$ cat config.mk
export PLATFORM = sky130hd
export DESIGN_NAME = i2c_xfer_sequencer
export DESIGN_NICKNAME = d
export VERILOG_FILES = /design/src/rtl/i2c_xfer_sequencer.sv
export SDC_FILE = /design/constraint.sdc
export NUM_CORES = 1
export LEC_CHECK = 0
export CELL_PAD_IN_SITES_DETAIL_PLACEMENT = 0
export CELL_PAD_IN_SITES_GLOBAL_PLACEMENT = 2
export CORE_MARGIN = 3
export CORE_UTILIZATION = 30
export DETAILED_ROUTE_END_ITERATION = 8
export MAX_ROUTING_LAYER = met4
export PLACE_DENSITY = 0.77
export RECOVER_POWER = 100
export SLEW_MARGIN = 20
export SYNTH_ARGS = -nofsm -noshare
export SYNTH_HDL_FRONTEND = slang
export SYNTH_SLANG_ARGS = --single-unit
export TNS_END_PERCENT = 5
$ cat constraint.sdc
create_clock -name clk_i -period 2.6 [get_ports clk_i]
set_input_delay 0.39 -clock clk_i [delete_from_list [all_inputs] [get_ports clk_i]]
set_output_delay 0.39 -clock clk_i [all_outputs]
set_load 0.02 [all_outputs]
$ cat src/rtl/i2c_xfer_sequencer.sv
// Wishbone master that walks the iicmb_m_wb core through one complete I2C transfer:
// core enable, optional bus select, START, address, data bytes, STOP, with irq-paced
// CMDR status checks between commands.
module i2c_xfer_sequencer #(
  parameter int unsigned WB_ADDR_WIDTH  = 2,
  parameter int unsigned WB_DATA_WIDTH  = 8,
  parameter int unsigned I2C_ADDR_WIDTH = 7,
  parameter int unsigned LEN_WIDTH      = 6
) (
  input  logic                      clk_i,
  input  logic                      rst_i,
  input  logic                      req_valid_i,
  output logic                      req_ready_o,
  input  logic [3:0]                req_bus_i,
  input  logic [I2C_ADDR_WIDTH-1:0] req_addr_i,
  input  logic                      req_op_i,
  input  logic [LEN_WIDTH-1:0]      req_len_i,
  input  logic                      wr_valid_i,
  input  logic [7:0]                wr_data_i,
  output logic                      wr_ready_o,
  output logic                      rd_valid_o,
  output logic [7:0]                rd_data_o,
  output logic                      done_o,
  output logic [1:0]                err_o,
  output logic                      cyc_o,
  output logic                      stb_o,
  output logic                      we_o,
  output logic [WB_ADDR_WIDTH-1:0]  adr_o,
  output logic [WB_DATA_WIDTH-1:0]  dat_o,
  input  logic [WB_DATA_WIDTH-1:0]  dat_i,
  input  logic                      ack_i,
  input  logic                      irq_i
);

  localparam logic [2:0] CmdWrite  = 3'b001;
  localparam logic [2:0] CmdRdAck  = 3'b010;
  localparam logic [2:0] CmdRdNak  = 3'b011;
  localparam logic [2:0] CmdStart  = 3'b100;
  localparam logic [2:0] CmdStop   = 3'b101;
  localparam logic [2:0] CmdSetBus = 3'b110;

  localparam logic [WB_ADDR_WIDTH-1:0] AdrCsr  = WB_ADDR_WIDTH'(0);
  localparam logic [WB_ADDR_WIDTH-1:0] AdrDpr  = WB_ADDR_WIDTH'(1);
  localparam logic [WB_ADDR_WIDTH-1:0] AdrCmdr = WB_ADDR_WIDTH'(2);

  localparam logic [LEN_WIDTH-1:0] LenZero = LEN_WIDTH'(0);
  localparam logic [LEN_WIDTH-1:0] LenOne  = LEN_WIDTH'(1);
  localparam logic [LEN_WIDTH-1:0] LenTwo  = LEN_WIDTH'(2);

  typedef enum logic [3:0] {
    StInit, StIdle, StBusDpr, StAddrDpr, StWrWait, StWrDpr,
    StCmd, StWaitIrq, StStatus, StRdDpr, StDone
  } state_e;

  state_e                    state_q, state_d;
  logic                      cyc_q, cyc_d, we_q, we_d;
  logic [WB_ADDR_WIDTH-1:0]  adr_q, adr_d;
  logic [WB_DATA_WIDTH-1:0]  dat_q, dat_d;
  logic [2:0]                cmd_q, cmd_d;
  logic [3:0]                bus_q, bus_d, cache_bus_q, cache_bus_d;
  logic                      cache_ok_q, cache_ok_d;
  logic [I2C_ADDR_WIDTH-1:0] addr_q, addr_d;
  logic                      op_q, op_d;
  logic [LEN_WIDTH-1:0]      cnt_q, cnt_d;
  logic [7:0]                byte_q, byte_d, rd_data_q, rd_data_d;
  logic [1:0]                err_q, err_d;
  logic                      rd_valid_q, rd_valid_d;

  // Per-state bus access request; the shared tail turns it into one WB cycle.
  logic                      acc_req, acc_we, acc_done;
  logic [WB_ADDR_WIDTH-1:0]  acc_adr;
  logic [WB_DATA_WIDTH-1:0]  acc_dat;

  // State register and datapath registers; reset abandons any bus cycle without a STOP.
  always_ff @(posedge clk_i) begin
    if (rst_i) begin
      state_q     <= StInit;
      cyc_q       <= 1'b0;
      we_q        <= 1'b0;
      adr_q       <= '0;
      dat_q       <= '0;
      cmd_q       <= 3'b000;
      bus_q       <= 4'h0;
      cache_bus_q <= 4'h0;
      cache_ok_q  <= 1'b0;
      addr_q      <= '0;
      op_q        <= 1'b0;
      cnt_q       <= '0;
      byte_q      <= 8'h00;
      rd_data_q   <= 8'h00;
      err_q       <= 2'b00;
      rd_valid_q  <= 1'b0;
    end else begin
      state_q     <= state_d;
      cyc_q       <= cyc_d;
      we_q        <= we_d;
      adr_q       <= adr_d;
      dat_q       <= dat_d;
      cmd_q       <= cmd_d;
      bus_q       <= bus_d;
      cache_bus_q <= cache_bus_d;
      cache_ok_q  <= cache_ok_d;
      addr_q      <= addr_d;
      op_q        <= op_d;
      cnt_q       <= cnt_d;
      byte_q      <= byte_d;
      rd_data_q   <= rd_data_d;
      err_q       <= err_d;
      rd_valid_q  <= rd_valid_d;
    end
  end

  // Next-state, bus access sequencing and handshake outputs.
  always_comb begin
    state_d     = state_q;
    cyc_d       = cyc_q;
    we_d        = we_q;
    adr_d       = adr_q;
    dat_d       = dat_q;
    cmd_d       = cmd_q;
    bus_d       = bus_q;
    cache_bus_d = cache_bus_q;
    cache_ok_d  = cache_ok_q;
    addr_d      = addr_q;
    op_d        = op_q;
    cnt_d       = cnt_q;
    byte_d      = byte_q;
    rd_data_d   = rd_data_q;
    err_d       = err_q;
    rd_valid_d  = 1'b0;
    acc_req     = 1'b0;
    acc_we      = 1'b0;
    acc_adr     = '0;
    acc_dat     = '0;
    acc_done    = cyc_q & ack_i;
    req_ready_o = 1'b0;
    wr_ready_o  = 1'b0;
    done_o      = 1'b0;
    err_o       = 2'b00;

    case (state_q)
      StInit: begin
        acc_req = 1'b1;
        acc_we  = 1'b1;
        acc_adr = AdrCsr;
        acc_dat = WB_DATA_WIDTH'(8'hC0);
        if (acc_done) state_d = StIdle;
      end
      StIdle: begin
        req_ready_o = 1'b1;
        if (req_valid_i) begin
          bus_d  = req_bus_i;
          addr_d = req_addr_i;
          op_d   = req_op_i;
          cnt_d  = req_len_i;
          err_d  = 2'b00;
          if (cache_ok_q && (cache_bus_q == req_bus_i)) begin
            cmd_d   = CmdStart;
            state_d = StCmd;
          end else begin
            state_d = StBusDpr;
          end
        end
      end
      StBusDpr: begin
        acc_req = 1'b1;
        acc_we  = 1'b1;
        acc_adr = AdrDpr;
        acc_dat = WB_DATA_WIDTH'(bus_q);
        if (acc_done) begin
          cmd_d   = CmdSetBus;
          state_d = StCmd;
        end
      end
      StAddrDpr: begin
        acc_req = 1'b1;
        acc_we  = 1'b1;
        acc_adr = AdrDpr;
        acc_dat = WB_DATA_WIDTH'({addr_q, op_q});
        if (acc_done) begin
          cmd_d   = CmdWrite;
          state_d = StCmd;
        end
      end
      StWrWait: begin
        wr_ready_o = wr_valid_i;
        if (wr_valid_i) begin
          byte_d  = wr_data_i;
          cnt_d   = (cnt_q != LenZero) ? cnt_q - LenOne : cnt_q;
          state_d = StWrDpr;
        end
      end
      StWrDpr: begin
        acc_req = 1'b1;
        acc_we  = 1'b1;
        acc_adr = AdrDpr;
        acc_dat = WB_DATA_WIDTH'(byte_q);
        if (acc_done) begin
          cmd_d   = CmdWrite;
          state_d = StCmd;
        end
      end
      StCmd: begin
        acc_req = 1'b1;
        acc_we  = 1'b1;
        acc_adr = AdrCmdr;
        acc_dat = WB_DATA_WIDTH'(cmd_q);
        if (acc_done) state_d = StWaitIrq;
      end
      StWaitIrq: begin
        if (irq_i) state_d = StStatus;
      end
      StStatus: begin
        // Reading CMDR also clears the core's irq.
        acc_req = 1'b1;
        acc_adr = AdrCmdr;
        if (acc_done) begin
          if (dat_i[4] || dat_i[5]) begin
            err_d      = dat_i[4] ? 2'b11 : 2'b10;
            cache_ok_d = 1'b0;
            state_d    = StDone;
          end else if (dat_i[6] && (cmd_q != CmdStop)) begin
            err_d   = 2'b01;
            cmd_d   = CmdStop;
            state_d = StCmd;
          end else begin
            case (cmd_q)
              CmdSetBus: begin
                cache_bus_d = bus_q;
                cache_ok_d  = 1'b1;
                cmd_d       = CmdStart;
                state_d     = StCmd;
              end
              CmdStart: state_d = StAddrDpr;
              CmdWrite: begin
                // Counter already reflects bytes still owed after this WRITE.
                if (cnt_q == LenZero) begin
                  cmd_d   = CmdStop;
                  state_d = StCmd;
                end else if (op_q) begin
                  cmd_d   = (cnt_q == LenOne) ? CmdRdNak : CmdRdAck;
                  state_d = StCmd;
                end else begin
                  state_d = StWrWait;
                end
              end
              CmdRdAck, CmdRdNak: state_d = StRdDpr;
              default: state_d = StDone;
            endcase
          end
        end
      end
      StRdDpr: begin
        acc_req = 1'b1;
        acc_adr = AdrDpr;
        if (acc_done) begin
          rd_valid_d = 1'b1;
          rd_data_d  = dat_i[7:0];
          cnt_d      = (cnt_q != LenZero) ? cnt_q - LenOne : cnt_q;
          cmd_d      = (cnt_q == LenOne) ? CmdStop : ((cnt_q == LenTwo) ? CmdRdNak : CmdRdAck);
          state_d    = StCmd;
        end
      end
      StDone: begin
        done_o  = 1'b1;
        err_o   = err_q;
        state_d = StIdle;
      end
      default: state_d = StInit;
    endcase

    // Launch on the first cycle of an access state; drop everything the cycle after ack.
    if (acc_req && !cyc_q) begin
      cyc_d = 1'b1;
      we_d  = acc_we;
      adr_d = acc_adr;
      dat_d = acc_dat;
    end
    if (acc_done) begin
      cyc_d = 1'b0;
      we_d  = 1'b0;
      adr_d = '0;
      dat_d = '0;
    end
  end

  assign cyc_o      = cyc_q;
  assign stb_o      = cyc_q;
  assign we_o       = we_q;
  assign adr_o      = adr_q;
  assign dat_o      = dat_q;
  assign rd_valid_o = rd_valid_q;
  assign rd_data_o  = rd_data_q;

endmodule

Word-level counts from Yosys, hierarchy flattened
Index checks and enable logic that the tools add are counted.
{"block": "classes", "n_mux": 52, "addsub": 1, "n_eq_ne": 35, "n_bitwise": 4, "n_reduce_logical": 29}
{"op": "$pmux W8 S5", "count": 1}
{"op": "$mux W3", "count": 12}
{"op": "$mux W4", "count": 9}
{"op": "$pmux W4 S8", "count": 1}
{"op": "$mux W6", "count": 4}
{"op": "$ne A2 B2 Y1 const B", "count": 11}
{"op": "$pmux W6 S3", "count": 1}
{"op": "$eq A4 B3 Y1 const B", "count": 4}
{"op": "$pmux W4 S4", "count": 1}
{"op": "$pmux W3 S5", "count": 1}
{"op": "$mux W2", "count": 7}
{"op": "$eq A4 B4 Y1 const B", "count": 3}
{"op": "$mux W1", "count": 12}
{"op": "$reduce_and A4 Y1", "count": 3}
{"op": "$reduce_and A10 Y1", "count": 1}
{"op": "$reduce_or A2 Y1", "count": 5}
{"op": "$eq A4 B2 Y1 const B", "count": 2}
{"op": "$pmux W2 S2", "count": 2}
{"op": "$reduce_and A7 Y1", "count": 1}
{"op": "$reduce_or A7 Y1", "count": 1}
{"op": "$eq A3 B2 Y1 const B", "count": 2}
{"op": "$eq A3 B3 Y1 const B", "count": 2}
{"op": "$eq A6 B1 Y1 const B", "count": 1}
{"op": "$eq A6 B2 Y1 const B", "count": 1}
{"op": "other kinds (24)", "count": 33}
{"block": "totals", "regBits": 61, "elab_cells": 137, "output_inout_bits": 27, "inputBits": 40}

Logic depth before layout (Yosys ltp)
Gate-level depths: netlist (run 1).
{"block": "logic_depth", "ltp_word": 9, "depth_mapped": 8, "depth_no_buf": 8}

Worst setup path after synthesis (run 1)
OpenSTA, ideal clock, no wires.
{"block": "synth_path", "kind": "flip-flop to output port", "from": "reg state_q[1]", "to": "out err_o[0]", "setup_slack_ns": 0.511, "arrival_ns": 1.699, "path_stages_with_launch": 6, "n_path_buf": 3, "required_time_ns": 2.210, "path_cell_list": "dfxtp_1 -> buf_2 -> clkbuf_1 -> clkbuf_1 -> and3_1 -> and2_1"}
{"block": "synth_via", "elab_chain_cells": 2}
{"item": "start, declared", "line_no": "55", "rtl": "state_e state_q, state_d;"}
{"item": "start signal, assigned", "line_no": "77", "rtl": "state_q <= StInit;"}
{"item": "start signal, assigned", "line_no": "94", "rtl": "state_q <= state_d;"}
{"item": "$eq A4 B4 Y1", "line_no": "141", "rtl": "case (state_q)"}
{"item": "$mux W2", "line_no": "141"}
{"item": "end, declared", "line_no": "24", "rtl": "output logic [1:0] err_o,"}
Every way passes these cells.

Worst setup path in the final report (run 1)
{"block": "layout_path", "from": "reg state_q[2]", "to": "out err_o[1]"}
The elaborated chain is that of the path after synthesis.

==> flow_metrics.py, run 1 <==
metrics = {
    "power_and_ir_drop": {
        "leakage_nw": 1.56,
        "ir_worst_vdd_mv": 0.324,
        "p_per_area_nw_per_um2": 732,
        "total_power_mw": 3.17,
    },
    "placement": {
        "numPortBuffers": 66,
        "gp_congestion": 0.840,
        "dpl_worst_slack_ns": 0.338,
        "dpl.cell_count": 625,
        "dp_hpwl_um": 7640,
        "place_area_um2": 4210,
    },
    "timing": {
        "grt_setup_unrepaired": "no",
        "clock.fmax_ghz": 0.402,
        "setup_tns_ns": 0,
        "period_share_pct": 95.7,
        "tightest_slew_ns": 0.843,
        "slew_viol_final": 0,
        "hold_viol_final": 0,
        "post-route-min-period_ns": 2.49,
        "skew_ns": 0.00971,
        "slew_headroom_pct": 43.5,
        "whs_ns": 0.443,
        "finalSetupViolCount": 0,
        "setup_slack_ns": 0.113,
    },
    "floorplan": {
        "design.portCount": 67,
        "dieArea_um2": 12400,
        "die_h_um": 112,
        "core_area_um2": 10600,
        "dieWidth_um": 112,
        "start_util_pct": 31.7,
        "rows": 37,
    },
    "critical_path": {
        "cp_data_required_time_ns": 2.21,
        "worstPathMaxFanout": 14,
        "path_class": "reg -> out",
        "crit_slowest_cell": "clkdlybuf4s50_1",
        "arrival_ns": 2.10,
        "endpoint_kind": "primary output",
        "worstPathCellList": "buf_2 -> nor2_1 -> and3_1 -> and2_1 -> clkdlybuf4s50_1",
        "start_kind": "flip-flop",
        "cp.buffers_inverters": 2,
        "cp_top_family": "buffers and inverters",
        "slowest_delay_ns": 0.53,
    },
    "global_routing": {
        "antenna_found_initial": 0,
        "grt_pass1_vias": 3362,
        "track_usage_pct": 17.6,
        "grt_start_max_net_pins": 34,
        "gr-total-overflow": 0,
        "grt_pass1_wl_um": 17200,
    },
    "yosys": {
        "yosys_warnings": 0,
        "synth-seq-cells": 61,
        "yosysTopAreaCellShare_pct": 36.6,
        "syn_area_um2": 3340,
        "synth_most_common_cell": "dfxtp_1",
        "synth-async-reset-ratio_pct": 0,
        "ys_seq_area_share_pct": 36.6,
        "synth_cell_types": 67,
        "yosys-top-cells-area": "dfxtp_1 37%, a21oi_1 6.7%, nand2_1 6.3%",
        "synth_ff_type": "dfxtp_1",
        "synth_edf_count": 0,
        "synth_nets": 472,
        "syn_avg_cell_area_um2": 7.81,
        "ys_top_cells_by_count": "61 x dfxtp_1, 56 x nand2_1, 52 x nor2_1",
        "synth_top_cell_by_area": "dfxtp_1",
        "synth_cells": 428,
    },
    "routing": {
        "wirelength_um": 10300,
        "vias_per_cell": 5.17,
        "ant_nets": 0,
        "drtIter0Drc": 200,
        "firstDrtPassIters": 5,
        "vias": 3314,
        "route.detailed.drc": 0,
        "wl_per_cell_um": 16.0,
    },
    "clocking": {
        "cts_max_level": 3,
        "cts_setup_buffers": 0,
        "path_clk_slew_ns": 0.07,
        "cts_resized": 0,
        "cts_buffer_depth": 2,
        "cts_buffers": 9,
        "root_buffer": "clkbuf_8",
        "clock_latency_ns": 0.35,
        "clock_sinks": 61,
        "cts_tree": "done",
        "hold_buffers": 0,
    },
    "min_path": {
        "holdCritPathClass": "in -> reg",
    },
    "finish": {
        "nNetsFinal": 544,
        "area_growth_pct": 29.6,
        "n_antenna_cell": 0,
        "fillCellCount": 1111,
        "final_util_pct": 41.0,
        "drive_gt1_share_pct": 9.31,
        "fin_area_um2": 4330,
        "instances_no_fill": 641,
    },
    "outcome": {
        "status": "completed",
    },
    "run": {
        "maxCapViolCount": 0,
    },
}
[cell usage in the layout, fill, tap and decap left out, drive strengths merged, types with 5 or more instances in the layout]
master,n
nand2,57
and2,5
nor2b,6
clkbuf,19
o21ai,23
clkdlybuf4s50,42
inv,12
o22ai,7
a21oi,46
dfxtp,61
mux2i,17
nand2b,7
nor3,8
nor2,52
buf,17
a211oi,5
xnor2,5
dlygate4sd3,23
a22oi,12
nand3,20
[final timing paths]
| kind | startpoint | endpoint | slack [ns] | cells past startpoint |
|---|---|---|---|---|
| setup reg to reg | state_q[1] | cmd_q[1] | 0.24 | 8 |
| setup / recovery | state_q[2] | err_o[1] | 0.11 | 5 |
| hold / removal | rst_i | rd_data_o[4] | 0.44 | 2 |
| hold reg to reg | byte_q[1] | byte_q[1] | 0.46 | 2 |
[where the power goes]
group | internal (mW) | switching (mW)
clock | 0.397 | 0.406
combinational | 0.480 | 0.738
sequential | 1.03 | 0.114
[cells by family (layout without fill, tap and decap cells)]
family | count (synthesis) | count (layout) | share of synthesized area [%]
flops | 61 | 61 | 36.6
mux | 18 | 18 | 5.43
xor+xnor | 5 | 5 | 1.31
buf+inv | 42 | 119 | 5.47
fa+ha+maj | 4 | 4 | 1.50
compound gates | 124 | 124 | 24.5
simple gates | 174 | 174 | 25.3
[layer usage]
metal	up-vias	track usage (%)	wire length, um
li1	1676	-	-
met1	1548	22.6	4930
met2	79	27.7	4760
met3	11	4.24	445
met4	0	4.62	151
met5	-	-	0
[registers in the layout, summed over array words and instances, names as in the netlist, 2 cells and up]
signal	cells
byte_q	8
adr_o	2
err_q	2
cache_bus_q	4
cmd_q	3
state_q	4
bus_q	4
dat_o	8
rd_data_o	8
cnt_q	6
addr_q	7
[final cells by class]
class / instances / area, um2 / share of cell area (%)
Inverter: 13 / 50.0 / 1.16
Timing Repair Buffer: 90 / 801 / 18.5
Clock buffer: 11 / 151 / 3.50
Sequential cell: 61 / 1220 / 28.2
Tap cell: 136 / 170 / 3.93
Multi-Input combinational cell: 325 / 1900 / 43.9
Clock inverter: 5 / 33.8 / 0.781
Power figures use the tool's default switching activity.
==> inputs of run 2 (changes only) <==
--- a/config.mk
+++ b/config.mk
@@ -8,10 +8,11 @@
 export CELL_PAD_IN_SITES_DETAIL_PLACEMENT = 0
 export CELL_PAD_IN_SITES_GLOBAL_PLACEMENT = 2
 export CORE_MARGIN = 3
-export CORE_UTILIZATION = 30
+export CORE_UTILIZATION = 36
 export DETAILED_ROUTE_END_ITERATION = 8
+export DONT_BUFFER_PORTS = 1
 export MAX_ROUTING_LAYER = met4
-export PLACE_DENSITY = 0.77
+export PLACE_DENSITY = 0.75
 export RECOVER_POWER = 100
 export SLEW_MARGIN = 20
 export SYNTH_ARGS = -nofsm -noshare
==> run 2 against run 1 <==
Critical path depth decreased by 2; combinational power decreased by 13%; first-iteration DRC count decreased by 43%; clock power increased by 7.6%; critical path type unchanged; critical endpoint is now err_o[0]; largest cell class unchanged.
==> flow_metrics.py, run 2 (synthesized netlist as in run 1, its figures left out) <==
metrics = {
    "outcome": {
        "status": "completed",
    },
    "critical_path": {
        "start_kind": "flip-flop",
        "cp_top_family": "simple AND/OR/NAND/NOR gates",
        "arrival_ns": 1.93,
        "endpoint_kind": "primary output",
        "path_class": "reg -> out",
        "cp.buffers_inverters": 0,
        "worstPathMaxFanout": 15,
        "crit_slowest_cell": "dfxtp_1",
        "slowest_delay_ns": 0.44,
        "worstPathCellList": "nor2_1 -> and3_1 -> and2_0",
        "cp_data_required_time_ns": 2.21,
    },
    "routing": {
        "vias_per_cell": 5.63,
        "drtIter0Drc": 114,
        "firstDrtPassIters": 4,
        "wl_per_cell_um": 17.5,
        "route.detailed.drc": 0,
        "vias": 3027,
        "wirelength_um": 9430,
        "ant_nets": 0,
    },
    "finish": {
        "most-common-layout-cells": "61 x dfxtp_1, 57 x nand2_1, 52 x nor2_1",
        "drive_gt1_share_pct": 9.07,
        "final_common_cell": "dfxtp_1",
        "instances_no_fill": 538,
        "fin_area_um2": 3630,
        "nNetsFinal": 469,
        "area_growth_pct": 8.58,
        "fillCellCount": 945,
        "n_antenna_cell": 0,
    },
    "timing": {
        "clock.fmax_ghz": 0.430,
        "slew_headroom_pct": 38.5,
        "slew_viol_final": 0,
        "grt_setup_unrepaired": "no",
        "tightest_slew_ns": 0.917,
        "hold_viol_final": 0,
        "finalSetupViolCount": 0,
        "post-route-min-period_ns": 2.32,
        "skew_ns": 0.00857,
        "setup_tns_ns": 0,
        "period_share_pct": 89.4,
    },
    "placement": {
        "gp_congestion": 0.864,
        "numPortBuffers": 0,
        "dp_hpwl_um": 6970,
        "place_area_um2": 3460,
        "dpl.cell_count": 522,
    },
    "global_routing": {
        "grt_pass1_wl_um": 15400,
        "antenna_found_initial": 0,
        "gr-total-overflow": 0,
        "grt_pass1_vias": 3005,
        "grt_start_max_net_pins": 54,
        "track_usage_pct": 19.6,
    },
    "run": {
        "maxCapViolCount": 0,
    },
    "clocking": {
        "root_buffer": "clkbuf_8",
        "path_clk_slew_ns": 0.08,
        "cts_setup_buffers": 0,
        "cts_max_level": 3,
        "cts_buffers": 9,
        "cts_tree": "done",
        "hold_buffers": 0,
        "clock_sinks": 61,
        "cts_resized": 0,
        "cts_buffer_depth": 2,
        "clock_latency_ns": 0.35,
    },
    "min_path": {
        "holdCritPathClass": "in -> reg",
    },
    "floorplan": {
        "dieArea_um2": 10500,
        "dieWidth_um": 102,
        "design.portCount": 67,
        "die_h_um": 102,
        "core_area_um2": 8850,
        "start_util_pct": 37.8,
        "rows": 34,
    },
    "power_and_ir_drop": {
        "leakage_nw": 1.21,
        "p_per_area_nw_per_um2": 852,
        "ir_worst_vdd_mv": 0.342,
    },
}
-- run 2: through the flow --
step	utilization [%]	power, mW	setup slack [ns]	hold slack (ns)
6_report	41.0	3.09	0.276	0.106
5_1_grt	41.0	3.32	0.0859	0.0824
4_1_cts	41.3	3.15	0.294	0.0804
3_5_place_dp	39.1	2.27	0.373	0.444
3_3_place_gp	39.1	2.27	0.440	0.442
2_1_floorplan	-	2.00	0.511	0.433
-- run 2: power by group --
group | internal, mW | switching (mW) | leakage, nW
clock network | 0.465 | 0.400 | 0.0943
logic | 0.380 | 0.682 | 0.622
registers | 1.03 | 0.133 | 0.494
total | 1.88 | 1.22 | 1.21
-- run 2: area by class of cell --
| type | count | area [um2] | share of cell area [%] |
|---|---|---|---|
| clock buffers | 10 | 138 | 3.79 |
| clock inverters | 6 | 62.6 | 1.72 |
| inverters | 13 | 50.0 | 1.38 |
| multi-input cells | 325 | 1920 | 53.0 |
| flip-flops and latches | 61 | 1220 | 33.7 |
| well taps | 108 | 135 | 3.73 |
| repair buffers | 15 | 98.8 | 2.73 |
-- run 2: routing by layer --
metal,wire [um],vias up,global-route usage (%),share of wire [%]
met1,4510,1436,25.9,48
met5,0,-,-,0
met4,157,0,6.36,1.7
met3,390,14,4.10,4.1
li1,-,1520,-,-
met2,4370,57,29.8,46
-- run 2: path summary, 6_finish.rpt --
path,startpoint,to,slack [ns],cells after the start
hold / removal,rst_i,rd_data_o[1],0.11,1
setup / recovery,state_q[2],err_o[0],0.28,3
setup reg to reg,state_q[2],cnt_q[0],0.28,7
hold reg to reg,byte_q[7],byte_q[7],0.45,2
